[src/rtl/int_gen_pkg.sv]
// +----------------------------------------------------------------------------+
// | int_gen_pkg: register offsets, CTRL bit indices, state encoding, helpers    |
// | Rev 1.0                                                                     |
// +----------------------------------------------------------------------------+
`default_nettype none

package int_gen_pkg;

  localparam logic [31:0] c_BASE_ADDR = 32'h0000_7F20;

  localparam logic [4:0] c_IG_ACK    = 5'h00;
  localparam logic [4:0] c_IG_CTRL   = 5'h04;
  localparam logic [4:0] c_IG_PERIOD = 5'h08;
  localparam logic [4:0] c_IG_COUNT  = 5'h0C;
  localparam logic [4:0] c_IG_TRIGPC = 5'h10;

  localparam int c_CTRL_EN   = 0;
  localparam int c_CTRL_MODE = 1;
  localparam int c_CTRL_PCM  = 2;

  typedef enum logic [1:0] {
    IG_IDLE  = 2'd0,
    IG_COUNT = 2'd1,
    IG_PEND  = 2'd2
  } ig_state_t;

  // Replace only the byte lanes enabled by the store.
  function automatic logic [31:0] byte_merge(input logic [31:0] old_v,
                                             input logic [31:0] wdata,
                                             input logic [3:0]  byteen);
    logic [31:0] merged;
    merged = old_v;
    for (int i = 0; i < 4; i++) begin
      if (byteen[i]) merged[i*8 +: 8] = wdata[i*8 +: 8];
    end
    return merged;
  endfunction

endpackage

`default_nettype wire

[src/rtl/int_gen_regs.sv]
// +----------------------------------------------------------------------------+
// | int_gen_regs: address decode, byte-lane merge, PERIOD/TRIGPC storage and    |
// | read mux. TRIGPC exists only when INTGEN_PCMATCH_EN is defined.             |
// | Rev 1.0                                                                     |
// +----------------------------------------------------------------------------+
`default_nettype none

module int_gen_regs
  import int_gen_pkg::*;
#(
  parameter logic [31:0] BASE_ADDR = c_BASE_ADDR,
  parameter int          CNT_W     = 32
) (
  input  logic             clk,
  input  logic             rst,
  input  logic [31:0]      i_addr,
  input  logic [31:0]      i_wdata,
  input  logic [3:0]       i_byteen,
  input  logic [2:0]       i_ctrl,
  input  logic [CNT_W-1:0] i_count,
  output logic             o_ack_we,
  output logic             o_ctrl_we,
  output logic [2:0]       o_ctrl_wdata,
  output logic [CNT_W-1:0] o_period,
  output logic [31:0]      o_trigpc,
  output logic [31:0]      o_rdata
);

  localparam logic [31:0] c_ACK_ADDR    = BASE_ADDR + 32'(c_IG_ACK);
  localparam logic [31:0] c_CTRL_ADDR   = BASE_ADDR + 32'(c_IG_CTRL);
  localparam logic [31:0] c_PERIOD_ADDR = BASE_ADDR + 32'(c_IG_PERIOD);
  localparam logic [31:0] c_COUNT_ADDR  = BASE_ADDR + 32'(c_IG_COUNT);

  logic             w_store;
  logic             w_hit_ack;
  logic             w_hit_ctrl;
  logic             w_hit_period;
  logic             w_hit_count;
  logic             w_unused_addr;
  logic [CNT_W-1:0] r_period;

  assign w_store      = |i_byteen;
  assign w_hit_ack    = (i_addr[31:2] == c_ACK_ADDR[31:2]);
  assign w_hit_ctrl   = (i_addr[31:2] == c_CTRL_ADDR[31:2]);
  assign w_hit_period = (i_addr[31:2] == c_PERIOD_ADDR[31:2]);
  assign w_hit_count  = (i_addr[31:2] == c_COUNT_ADDR[31:2]);
  assign w_unused_addr = ^i_addr[1:0];

  // CTRL lives in lane 0 only; a store that skips lane 0 leaves it alone.
  assign o_ack_we     = w_store & w_hit_ack;
  assign o_ctrl_we    = w_hit_ctrl & i_byteen[0];
  assign o_ctrl_wdata = i_wdata[2:0];
  assign o_period     = r_period;

  always_ff @(posedge clk) begin
    if (rst) begin
      r_period <= '0;
    end else if (w_store && w_hit_period) begin
      r_period <= CNT_W'(byte_merge(32'(r_period), i_wdata, i_byteen));
    end
  end

`ifdef INTGEN_PCMATCH_EN
  localparam logic [31:0] c_TRIGPC_ADDR = BASE_ADDR + 32'(c_IG_TRIGPC);

  logic        w_hit_trigpc;
  logic [31:0] r_trigpc;

  assign w_hit_trigpc = (i_addr[31:2] == c_TRIGPC_ADDR[31:2]);
  assign o_trigpc     = r_trigpc;

  always_ff @(posedge clk) begin
    if (rst) begin
      r_trigpc <= '0;
    end else if (w_store && w_hit_trigpc) begin
      r_trigpc <= byte_merge(r_trigpc, i_wdata, i_byteen);
    end
  end
`else
  assign o_trigpc = '0;
`endif

  always_comb begin
    o_rdata = '0;
    if (w_hit_ctrl) begin
      o_rdata = 32'(i_ctrl);
    end else if (w_hit_period) begin
      o_rdata = 32'(r_period);
    end else if (w_hit_count) begin
      o_rdata = 32'(i_count);
    end
`ifdef INTGEN_PCMATCH_EN
    else if (w_hit_trigpc) begin
      o_rdata = r_trigpc;
    end
`endif
  end

endmodule

`default_nettype wire

[src/rtl/int_gen.sv]
// +----------------------------------------------------------------------------+
// | int_gen: memory-mapped external interrupt generator (one-shot / periodic),  |
// | optional PC-match trigger under INTGEN_PCMATCH_EN.                          |
// | Rev 1.0                                                                     |
// +----------------------------------------------------------------------------+
`default_nettype none

module int_gen
  import int_gen_pkg::*;
#(
  parameter logic [31:0] BASE_ADDR = c_BASE_ADDR,
  parameter int          CNT_W     = 32
) (
  input  logic        clk,
  input  logic        reset,
  input  logic [31:0] m_data_addr,
  input  logic [31:0] m_data_wdata,
  input  logic [3:0]  m_data_byteen,
  input  logic [31:0] m_inst_addr,
  output logic [31:0] rdata,
  output logic        interrupt
);

  ig_state_t        r_state;
  logic [2:0]       r_ctrl;
  logic [CNT_W-1:0] r_count;
  logic             r_irq;

  logic             w_ack_we;
  logic             w_ctrl_we;
  logic [2:0]       w_ctrl_wdata;
  logic [2:0]       w_ctrl_mask;
  logic [CNT_W-1:0] w_period;
  logic [CNT_W-1:0] w_reload;
  logic [31:0]      w_trigpc;
  logic             w_pc_hit;

  int_gen_regs #(
    .BASE_ADDR (BASE_ADDR),
    .CNT_W     (CNT_W)
  ) u_regs (
    .clk          (clk),
    .rst          (reset),
    .i_addr       (m_data_addr),
    .i_wdata      (m_data_wdata),
    .i_byteen     (m_data_byteen),
    .i_ctrl       (r_ctrl),
    .i_count      (r_count),
    .o_ack_we     (w_ack_we),
    .o_ctrl_we    (w_ctrl_we),
    .o_ctrl_wdata (w_ctrl_wdata),
    .o_period     (w_period),
    .o_trigpc     (w_trigpc),
    .o_rdata      (rdata)
  );

  // A zero period still needs one edge to elapse before the request.
  assign w_reload = (w_period == '0) ? CNT_W'(1) : w_period;

`ifdef INTGEN_PCMATCH_EN
  assign w_ctrl_mask = 3'b111;
  assign w_pc_hit    = r_ctrl[c_CTRL_EN] & r_ctrl[c_CTRL_PCM] &
                       (r_state != IG_PEND) & (m_inst_addr == w_trigpc);
`else
  logic w_unused_pc;
  assign w_ctrl_mask = 3'b011;
  assign w_pc_hit    = 1'b0;
  assign w_unused_pc = ^{m_inst_addr, w_trigpc};
`endif

  always_ff @(posedge clk) begin
    if (reset) begin
      r_state <= IG_IDLE;
      r_ctrl  <= '0;
      r_count <= '0;
      r_irq   <= 1'b0;
    end else if (w_ctrl_we) begin
      // Any CTRL write drops a pending request and restarts or stops the count.
      r_ctrl <= w_ctrl_wdata & w_ctrl_mask;
      r_irq  <= 1'b0;
      if (w_ctrl_wdata[c_CTRL_EN]) begin
        r_count <= w_reload;
        r_state <= IG_COUNT;
      end else begin
        r_count <= '0;
        r_state <= IG_IDLE;
      end
    end else if (w_pc_hit) begin
      r_count <= '0;
      r_state <= IG_PEND;
      r_irq   <= 1'b1;
    end else begin
      case (r_state)
        IG_COUNT: begin
          if (r_count == CNT_W'(1)) begin
            r_count <= '0;
            r_state <= IG_PEND;
            r_irq   <= 1'b1;
          end else if (r_count != '0) begin
            r_count <= r_count - CNT_W'(1);
          end
        end
        IG_PEND: begin
          if (w_ack_we) begin
            r_irq <= 1'b0;
            if (r_ctrl[c_CTRL_MODE] && r_ctrl[c_CTRL_EN]) begin
              r_count <= w_reload;
              r_state <= IG_COUNT;
            end else begin
              r_ctrl[c_CTRL_EN] <= 1'b0;
              r_state           <= IG_IDLE;
            end
          end
        end
        default: ;
      endcase
    end
  end

  assign interrupt = r_irq;

endmodule

`default_nettype wire
[config.mk]
export PLATFORM = sky130hd
export DESIGN_NAME = int_gen
export DESIGN_NICKNAME = d
export VERILOG_FILES = /design/src/rtl/int_gen_pkg.sv /design/src/rtl/int_gen_regs.sv /design/src/rtl/int_gen.sv
export SDC_FILE = /design/constraint.sdc
export NUM_CORES = 1
export LEC_CHECK = 0
export CAP_MARGIN = 20
export CORE_UTILIZATION = 53
export DETAILED_ROUTE_END_ITERATION = 7
export PLACE_DENSITY_LB_ADDON = 0.2
export REMOVE_ABC_BUFFERS = 1
export SYNTH_ARGS = -nofsm -noshare
export SYNTH_HDL_FRONTEND = slang
export SYNTH_HIERARCHICAL = 1
export SYNTH_SLANG_ARGS = --single-unit
[constraint.sdc]
create_clock -name clk -period 10 [get_ports clk]
set_input_delay 2 -clock clk [delete_from_list [all_inputs] [get_ports clk]]
set_output_delay 2 -clock clk [all_outputs]
set_load 0.03 [all_outputs]
Word-level counts from Yosys, hierarchy flattened
Index checks and enable logic that the tools add are counted.
{"block": "word_totals", "reg_bits": 69, "input_bits": 102, "out_inout_bits": 33, "word_cells": 68}
{"block": "op_classes", "n_addsub": 1, "eq_ne": 14, "n_mux": 24, "bitwise": 2, "n_reduce_logical": 18}
{"operator": "32-bit two-way mux", "n": 10}
{"operator": "30-bit by 13-bit == test with 1-bit output (second input constant)", "n": 4}
{"operator": "32-bit one-hot mux with 2 select lines", "n": 1}
{"operator": "32-bit by 1-bit == test with 1-bit output (second input constant)", "n": 1}
{"operator": "32-bit zero test", "n": 1}
{"operator": "32-bit nonzero test", "n": 1}
{"operator": "32-bit by 1-bit subtractor with 32-bit output (second input constant)", "n": 1}
{"operator": "3-bit AND reduction", "n": 3}
{"operator": "1-bit two-way mux", "n": 8}
{"operator": "2-bit AND reduction", "n": 4}
{"operator": "2-bit two-way mux", "n": 3}
{"operator": "3-bit by 2-bit != test with 1-bit output (second input constant)", "n": 2}
{"operator": "2-bit nonzero test", "n": 3}
{"operator": "2-bit by 1-bit != test with 1-bit output (second input constant)", "n": 2}
{"operator": "4-bit by 3-bit != test with 1-bit output (second input constant)", "n": 1}
{"operator": "2-bit one-hot mux with 2 select lines", "n": 1}
{"operator": "4-bit AND reduction", "n": 1}
{"operator": "4-bit OR reduction", "n": 1}
{"operator": "3-bit by 1-bit != test with 1-bit output (second input constant)", "n": 1}
{"operator": "3-bit nonzero test", "n": 1}
{"operator": "1-bit bitwise AND", "n": 2}
{"operator": "2-bit by 1-bit == test with 1-bit output (second input constant)", "n": 1}
{"operator": "2-bit == test (second input constant)", "n": 1}
{"operator": "1-bit logical AND", "n": 2}
{"operator": "other kinds (3)", "n": 3}

Logic depth before layout (Yosys ltp)
Gate-level depths: netlist of run 1.
{"block": "logic_depth", "word_depth": 6, "ltp_mapped": 13, "mapped_depth_nobuf": 10}

Cells and area by module
Netlist of run 1, hierarchy kept.
{"mod": "int_gen", "instances": 1, "cells_each": 320, "area_each_um2": 2481.1, "seq_area_each_um2": 740.7}
{"mod": "int_gen_regs", "instances": 1, "cells_each": 268, "area_each_um2": 2382.3, "seq_area_each_um2": 640.6}

Worst setup path after synthesis of run 1
OpenSTA, ideal clock, no wires.
{"block": "synth_timing", "path_kind": "input port to output port", "from": "input port m_data_addr[17]", "to": "output port rdata[11]", "arrival_time_ns": 3.767, "setup_slack_ns": 4.233, "path_stages": 6, "path_buffers": 2, "cell_sequence": "or4b_4 nor3_4 nand3_2 buf_2 buf_6 nor2_1"}
{"block": "synth_via", "elab_chain_len": 4, "elab_cells_between_ends": 6}
{"element": "start, declared", "line": "int_gen.sv:16", "rtl": "input logic [31:0] m_data_addr,"}
{"element": "30-bit by 13-bit == test with 1-bit output", "line": "int_gen_regs.sv:46", "rtl": "assign w_hit_count = (i_addr[31:2] == c_COUNT_ADDR[31:2]);"}
{"element": "32-bit two-way mux", "line": "int_gen_regs.sv:89", "rtl": "end else if (w_hit_count) begin"}
{"element": "32-bit two-way mux", "line": "int_gen_regs.sv:87", "rtl": "end else if (w_hit_period) begin"}
{"element": "32-bit two-way mux (*)", "line": "int_gen_regs.sv:85", "rtl": "if (w_hit_ctrl) begin"}
{"element": "end, declared", "line": "int_gen.sv:20", "rtl": "output logic [31:0] rdata,"}
Mark *: on every way between the ends. The rest lies on a longest branch, timed or not.

Worst setup path in the final report of run 1
{"block": "layout_timing", "from": "input port m_data_addr[17]", "to": "output port rdata[26]"}
The elaborated chain is that of the path after synthesis.

==> results of run 1 <==
-- routing by layer --
metal	wire length, µm	share of wire (%)	track usage (%)	up-vias
li1	-	-	-	2198
met1	5610	44	37.4	2200
met2	6200	48	49.6	199
met3	936	7.3	5.74	13
met4	129	1.0	7.83	0
met5	0	0	0	-
-- area by class of cell --
cell class	count	share of cell area, %
multi-input combinational	441	52.0
sequential	69	23.8
timing repair buffer	104	17.7
clock buffer	11	2.44
tap	105	2.26
clock inverter	5	1.44
inverter	7	0.453
-- power by group through the flow --
stage | sequential, mW | clock, mW | combinational [mW]
CTS | 0.274 | 0.261 | 0.0493
global placement | 0.281 | 0 | 0.0476
global route | 0.274 | 0.276 | 0.0526
detailed placement | 0.281 | 0 | 0.0491
finish | 0.274 | 0.257 | 0.0492
floorplan | 0.281 | 0 | 0.0126
-- per-stage QoR --
step           power, mW  utilization (%)
2_1_floorplan      0.294                -
3_3_place_gp       0.329             67.1
3_5_place_dp       0.330             67.2
4_1_cts            0.585             70.0
5_1_grt            0.603             70.0
6_report           0.581             70.0
-- worst paths after layout --
kind	startpoint	cells after the start	endpoint	slack, ns
worst min-delay path	u_regs/o_period[4]	2	u_regs/o_period[4]	0.52
worst min register to register	u_regs/o_period[4]	2	u_regs/o_period[4]	0.52
worst max-delay path	m_data_addr[17]	6	rdata[26]	2.98
worst max register to register	r_count[1]	9	r_count[30]	6.84
-- critical path: cells and delay by family --
kind	cells	cell delay (ns)
AND/OR/NAND/NOR	4	1.89
buffers and inverters	2	1.10
-- state kept, by name, indices dropped and copies added (netlist names) --
signal / flops
r_count: 32
u_regs/o_period: 32
r_ctrl: 2
r_state: 2
interrupt: 1
==> flow_metrics.env, run 1 <==
export IMPL_leakagePower_nw=2.31
export IMPL_rsz0062_at_grt="false"
export IMPL_viasPerCell=6.21
export IMPL_crit_type="in -> out"
export IMPL_p_per_area_nw_per_um2=100
export IMPL_nNetsFinal=736
export IMPL_post_cts_buffers=0
export IMPL_num_io_pins=135
export IMPL_syn2layout_area_growth_pct=25.9
export IMPL_critPathMaxStageDelay_ns=0.70
export IMPL_grt_ovfl_total=0
export IMPL_die_area_um2=9080
export IMPL_crit_chain="clkdlybuf4s50_1 -> or4b_4 -> nor3_4 -> nand3_2 -> nor2_1 -> clkdlybuf4s50_1"
export IMPL_register_area_um2=1380
export IMPL_slew_violations=0
export IMPL_fin_hold_ws_ns=0.518
export IMPL_clock_tree_buffer_depth=2
export IMPL_fmax_mhz=143
export IMPL_p_int_mw=0.455
export IMPL_ys_warnings_count=6
export IMPL_synthCells=554
export IMPL_cp_common_cell="clkdlybuf4s50_1"
export IMPL_htreeDepth=3
export IMPL_critPathMaxFanout=29
export IMPL_die_w_um=95.3
export IMPL_vias=4610
export IMPL_dpl_worst_slack_ns=2.98
export IMPL_startpoint_type="primary input"
export IMPL_drive_above_1_share_pct=6.12
export IMPL_avgSynthCellArea_um2=8.32
export IMPL_numPortBuffers=100
export IMPL_multiInputGateArea_um2=3020
export IMPL_die_h_um=95.3
export IMPL_design_area_um2=5810
export IMPL_start_util_pct=55.6
export IMPL_core_area_um2=8300
export IMPL_combPwrFrac_pct=8.5
export IMPL_clock_latency_ns=0.35
export IMPL_wl_um=12900
export IMPL_cts_resized=0
export IMPL_grt_usage_pct=29.2
export IMPL_drt_iter0_drc=344
export IMPL_n_fill_cell=696
export IMPL_worst_path_max_delay_cell="clkdlybuf4s50_1"
export IMPL_ctsHoldBuffers=0
export IMPL_sw_frac_of_total_pct=21.8
export IMPL_fin_cells=742
export IMPL_drc=0
export IMPL_ant_nets=0
export IMPL_tritoncts="yes"
export IMPL_cts_buffers=9
export IMPL_worst_pin_slew_ns=1.11
export IMPL_placed_cell_area_um2=5580
export IMPL_dp_hpwl_um=9130
export IMPL_ir_drop_v=0.0000746
export IMPL_layout_cells_most_common="clkdlybuf4s50_1"
export IMPL_antenna_cells=0
export IMPL_grt_pass1_vias=4326
export IMPL_root_buffer="clkbuf_8"
export IMPL_drt_pass1_iter_count=5
export IMPL_skew_ns=0.0116
export IMPL_drv_cap=0
export IMPL_cts_sinks=69
export IMPL_hold_class="reg -> reg"
export IMPL_worstSetupEndpointType="primary output"
export IMPL_fin_crit_ns=7.02
export IMPL_grt_max_degree=90
export IMPL_clk_pin_slew_worst_paths_ns=0.07
export IMPL_status="complete, no violations"
export IMPL_final_cell_mix="clkdlybuf4s50_1, nand2b_1, dfxtp_1"
export IMPL_pwr_share_seq_pct=47.2
export IMPL_power_frac_clock_pct=44.3
export IMPL_syn_cell_area_um2=4610
export IMPL_routedWlPerCell_um=17.4
export IMPL_num_rows=33
export IMPL_post_route_period_util_pct=70.2
export IMPL_post_place_cells=726
export IMPL_antenna_found_initial=0
export IMPL_setup_violations=0
export IMPL_hold_viol=0
export IMPL_place_gp_congestion=0.884
export IMPL_switchingPower_mw=0.126
export IMPL_fin_ws_ns=2.98
export IMPL_tns_ns=0
export IMPL_slew_headroom_pct=26.0
export IMPL_grt_first_pass_wirelength_um=20800
export IMPL_cp_data_arrival_time_ns=5.02
export IMPL_required_ns=8.00
(Power assumes the default switching activity.)
==> run 2: changes to the inputs <==
--- a/config.mk
+++ b/config.mk
@@ -6,7 +6,7 @@
 export NUM_CORES = 1
 export LEC_CHECK = 0
 export CAP_MARGIN = 20
-export CORE_UTILIZATION = 53
+export CORE_UTILIZATION = 49
 export DETAILED_ROUTE_END_ITERATION = 7
 export PLACE_DENSITY_LB_ADDON = 0.2
 export REMOVE_ABC_BUFFERS = 1
==> constraint.sdc (replaced) <==
create_clock -name clk -period 6.8 [get_ports clk]
set_input_delay 1.36 -clock clk [delete_from_list [all_inputs] [get_ports clk]]
set_output_delay 1.36 -clock clk [all_outputs]
set_load 0.03 [all_outputs]
==> run 2 against run 1 <==
Effect of this change:
- hold slack got worse by 0.0060 ns
- global-route usage decreased by 1.7 points
- sequential share of layout area increased by 0.11 points
- via count decreased by 2.0%
- flip-flop and latch count unchanged
- non-clock buffer count increased by 2
- routed wire length increased by 1.2%
- die area increased by 8.0%
- critical endpoint is now rdata[20]
- clock power increased by 18%
==> flow_metrics.env, run 2 (synthesis gave the netlist of run 1 again) <==
export IMPL_post_route_period_util_pct=84.6
export IMPL_critPathMaxStageDelay_ns=0.70
export IMPL_skew_ns=0.0240
export IMPL_rsz0062_at_grt="false"
export IMPL_ir_drop_v=0.0000821
export IMPL_status="complete, no violations"
export IMPL_crit_chain="clkdlybuf4s50_1 -> or4b_4 -> nor3_4 -> nand3_2 -> nor2_1 -> clkdlybuf4s50_1"
export IMPL_dpl_worst_slack_ns=1.02
export IMPL_fin_ws_ns=1.05
export IMPL_hold_class="reg -> reg"
export IMPL_cts_buffers=9
export IMPL_worst_path_max_delay_cell="clkdlybuf4s50_1"
export IMPL_grt_max_degree=46
export IMPL_min_to="interrupt"
export IMPL_dp_hpwl_um=9350
export IMPL_routedWlPerCell_um=17.4
export IMPL_clk_pin_slew_worst_paths_ns=0.08
export IMPL_leakagePower_nw=2.30
export IMPL_start_util_pct=50.1
export IMPL_viasPerCell=6.02
export IMPL_worstSetupEndpointType="primary output"
export IMPL_drv_cap=0
export IMPL_htreeDepth=3
export IMPL_r2r_setup_slack_ns=3.78
export IMPL_cp_num_buf_inv=2
export IMPL_grt_ovfl_total=0
export IMPL_num_io_pins=135
export IMPL_final_cell_mix="clkdlybuf4s50_1, nand2b_1, dfxtp_1"
export IMPL_nNetsFinal=738
export IMPL_ant_nets=0
export IMPL_numPortBuffers=100
export IMPL_whs_path_depth=2
export IMPL_clock_latency_ns=0.35
export IMPL_setup_violations=0
export IMPL_tns_ns=0
export IMPL_multiInputGateArea_um2=3020
export IMPL_crit_type="in -> out"
export IMPL_grt_first_pass_wirelength_um=21700
export IMPL_layout_cells_most_common="clkdlybuf4s50_1"
export IMPL_vias=4517
export IMPL_wl_um=13000
export IMPL_hold_viol=0
export IMPL_clock_tree_buffer_depth=2
export IMPL_place_gp_congestion=0.944
export IMPL_post_cts_buffers=0
export IMPL_grt_pass1_vias=4380
export IMPL_cts_sinks=69
export IMPL_root_buffer="clkbuf_8"
export IMPL_cp_data_arrival_time_ns=4.39
export IMPL_num_rows=35
export IMPL_n_fill_cell=873
export IMPL_fmax_mhz=174
export IMPL_required_ns=5.44
export IMPL_antenna_found_initial=0
export IMPL_core_area_um2=9200
export IMPL_rr_worst_depth=6
export IMPL_syn2layout_area_growth_pct=25.3
export IMPL_slew_headroom_pct=32.1
export IMPL_die_h_um=99.0
export IMPL_grt_usage_pct=27.4
export IMPL_rr_endpoint="r_count[7]"
export IMPL_cp_common_cell="clkdlybuf4s50_1"
export IMPL_fin_crit_ns=5.75
export IMPL_critPathMaxFanout=29
export IMPL_drive_above_1_share_pct=6.42
export IMPL_cts_resized=0
export IMPL_startpoint_type="primary input"
export IMPL_drt_iter0_drc=331
export IMPL_r2r_start="r_count[12]"
export IMPL_register_area_um2=1380
export IMPL_cp_top_family="simple AND/OR/NAND/NOR gates"
export IMPL_antenna_cells=0
export IMPL_worst_pin_slew_ns=1.02
export IMPL_tritoncts="yes"
export IMPL_die_area_um2=9800
export IMPL_drt_pass1_iter_count=6
export IMPL_hold_start="interrupt"
export IMPL_slew_violations=0
export IMPL_ctsHoldBuffers=0
export IMPL_drc=0
export IMPL_die_w_um=99.0
export IMPL_p_per_area_nw_per_um2=135
## run 2: worst max path at each step
stage          slack, ns           to  cells after the start             from
5_1_grt             0.86    rdata[20]                      6  m_data_addr[17]
2_1_floorplan       1.94  r_count[14]                     10  m_data_addr[17]
4_1_cts             1.00    rdata[20]                      6  m_data_addr[17]
3_3_place_gp        1.11    rdata[30]                      6  m_data_addr[17]
6_report            1.05    rdata[20]                      6  m_data_addr[17]
3_5_place_dp        1.02    rdata[20]                      6  m_data_addr[17]
## run 2: layer usage
metal | GRT usage [%] | routed length [µm] | share of wire [%]
met3 | 5.18 | 858 | 6.6
met2 | 46.1 | 6130 | 47
met4 | 6.77 | 201 | 1.5
met5 | 0 | 0 | 0
met1 | 36.2 | 5860 | 45
## run 2: cell type report
| class | instances | area share (%) |
|---|---|---|
| clock buffers | 10 | 2.21 |
| clock inverters | 6 | 0.823 |
| inverters | 7 | 0.455 |
| multi-input cells | 441 | 52.2 |
| flip-flops and latches | 69 | 23.9 |
| well taps | 111 | 2.40 |
| repair buffers | 106 | 18.0 |
## run 2: power by group
group / switching (mW) / internal, mW
Clock: 0.169 / 0.135
Sequential: 0.000000000598 / 0.404
Combinational: 0.0247 / 0.0476
## run 2: stage by stage
step           cells  power (mW)  instance area (µm²)  hold slack (ns)  utilization (%)
3_5_place_dp     734       0.486                 5600            0.496             60.9
4_1_cts          750       0.788                 5780            0.509             62.8
2_1_floorplan    517       0.432                 4420            0.472                -
3_3_place_gp     733       0.483                 5590            0.478             60.8
5_1_grt          750       0.810                 5780            0.555             62.8
6_report         750       0.780                 5780            0.512             62.8
## run 2: worst register-to-register path: cells and delay by family, from the launching register on
kind	cells	cell delay (ns)
flops	1	0.40
compound gates	2	0.50
simple gates	4	2.01
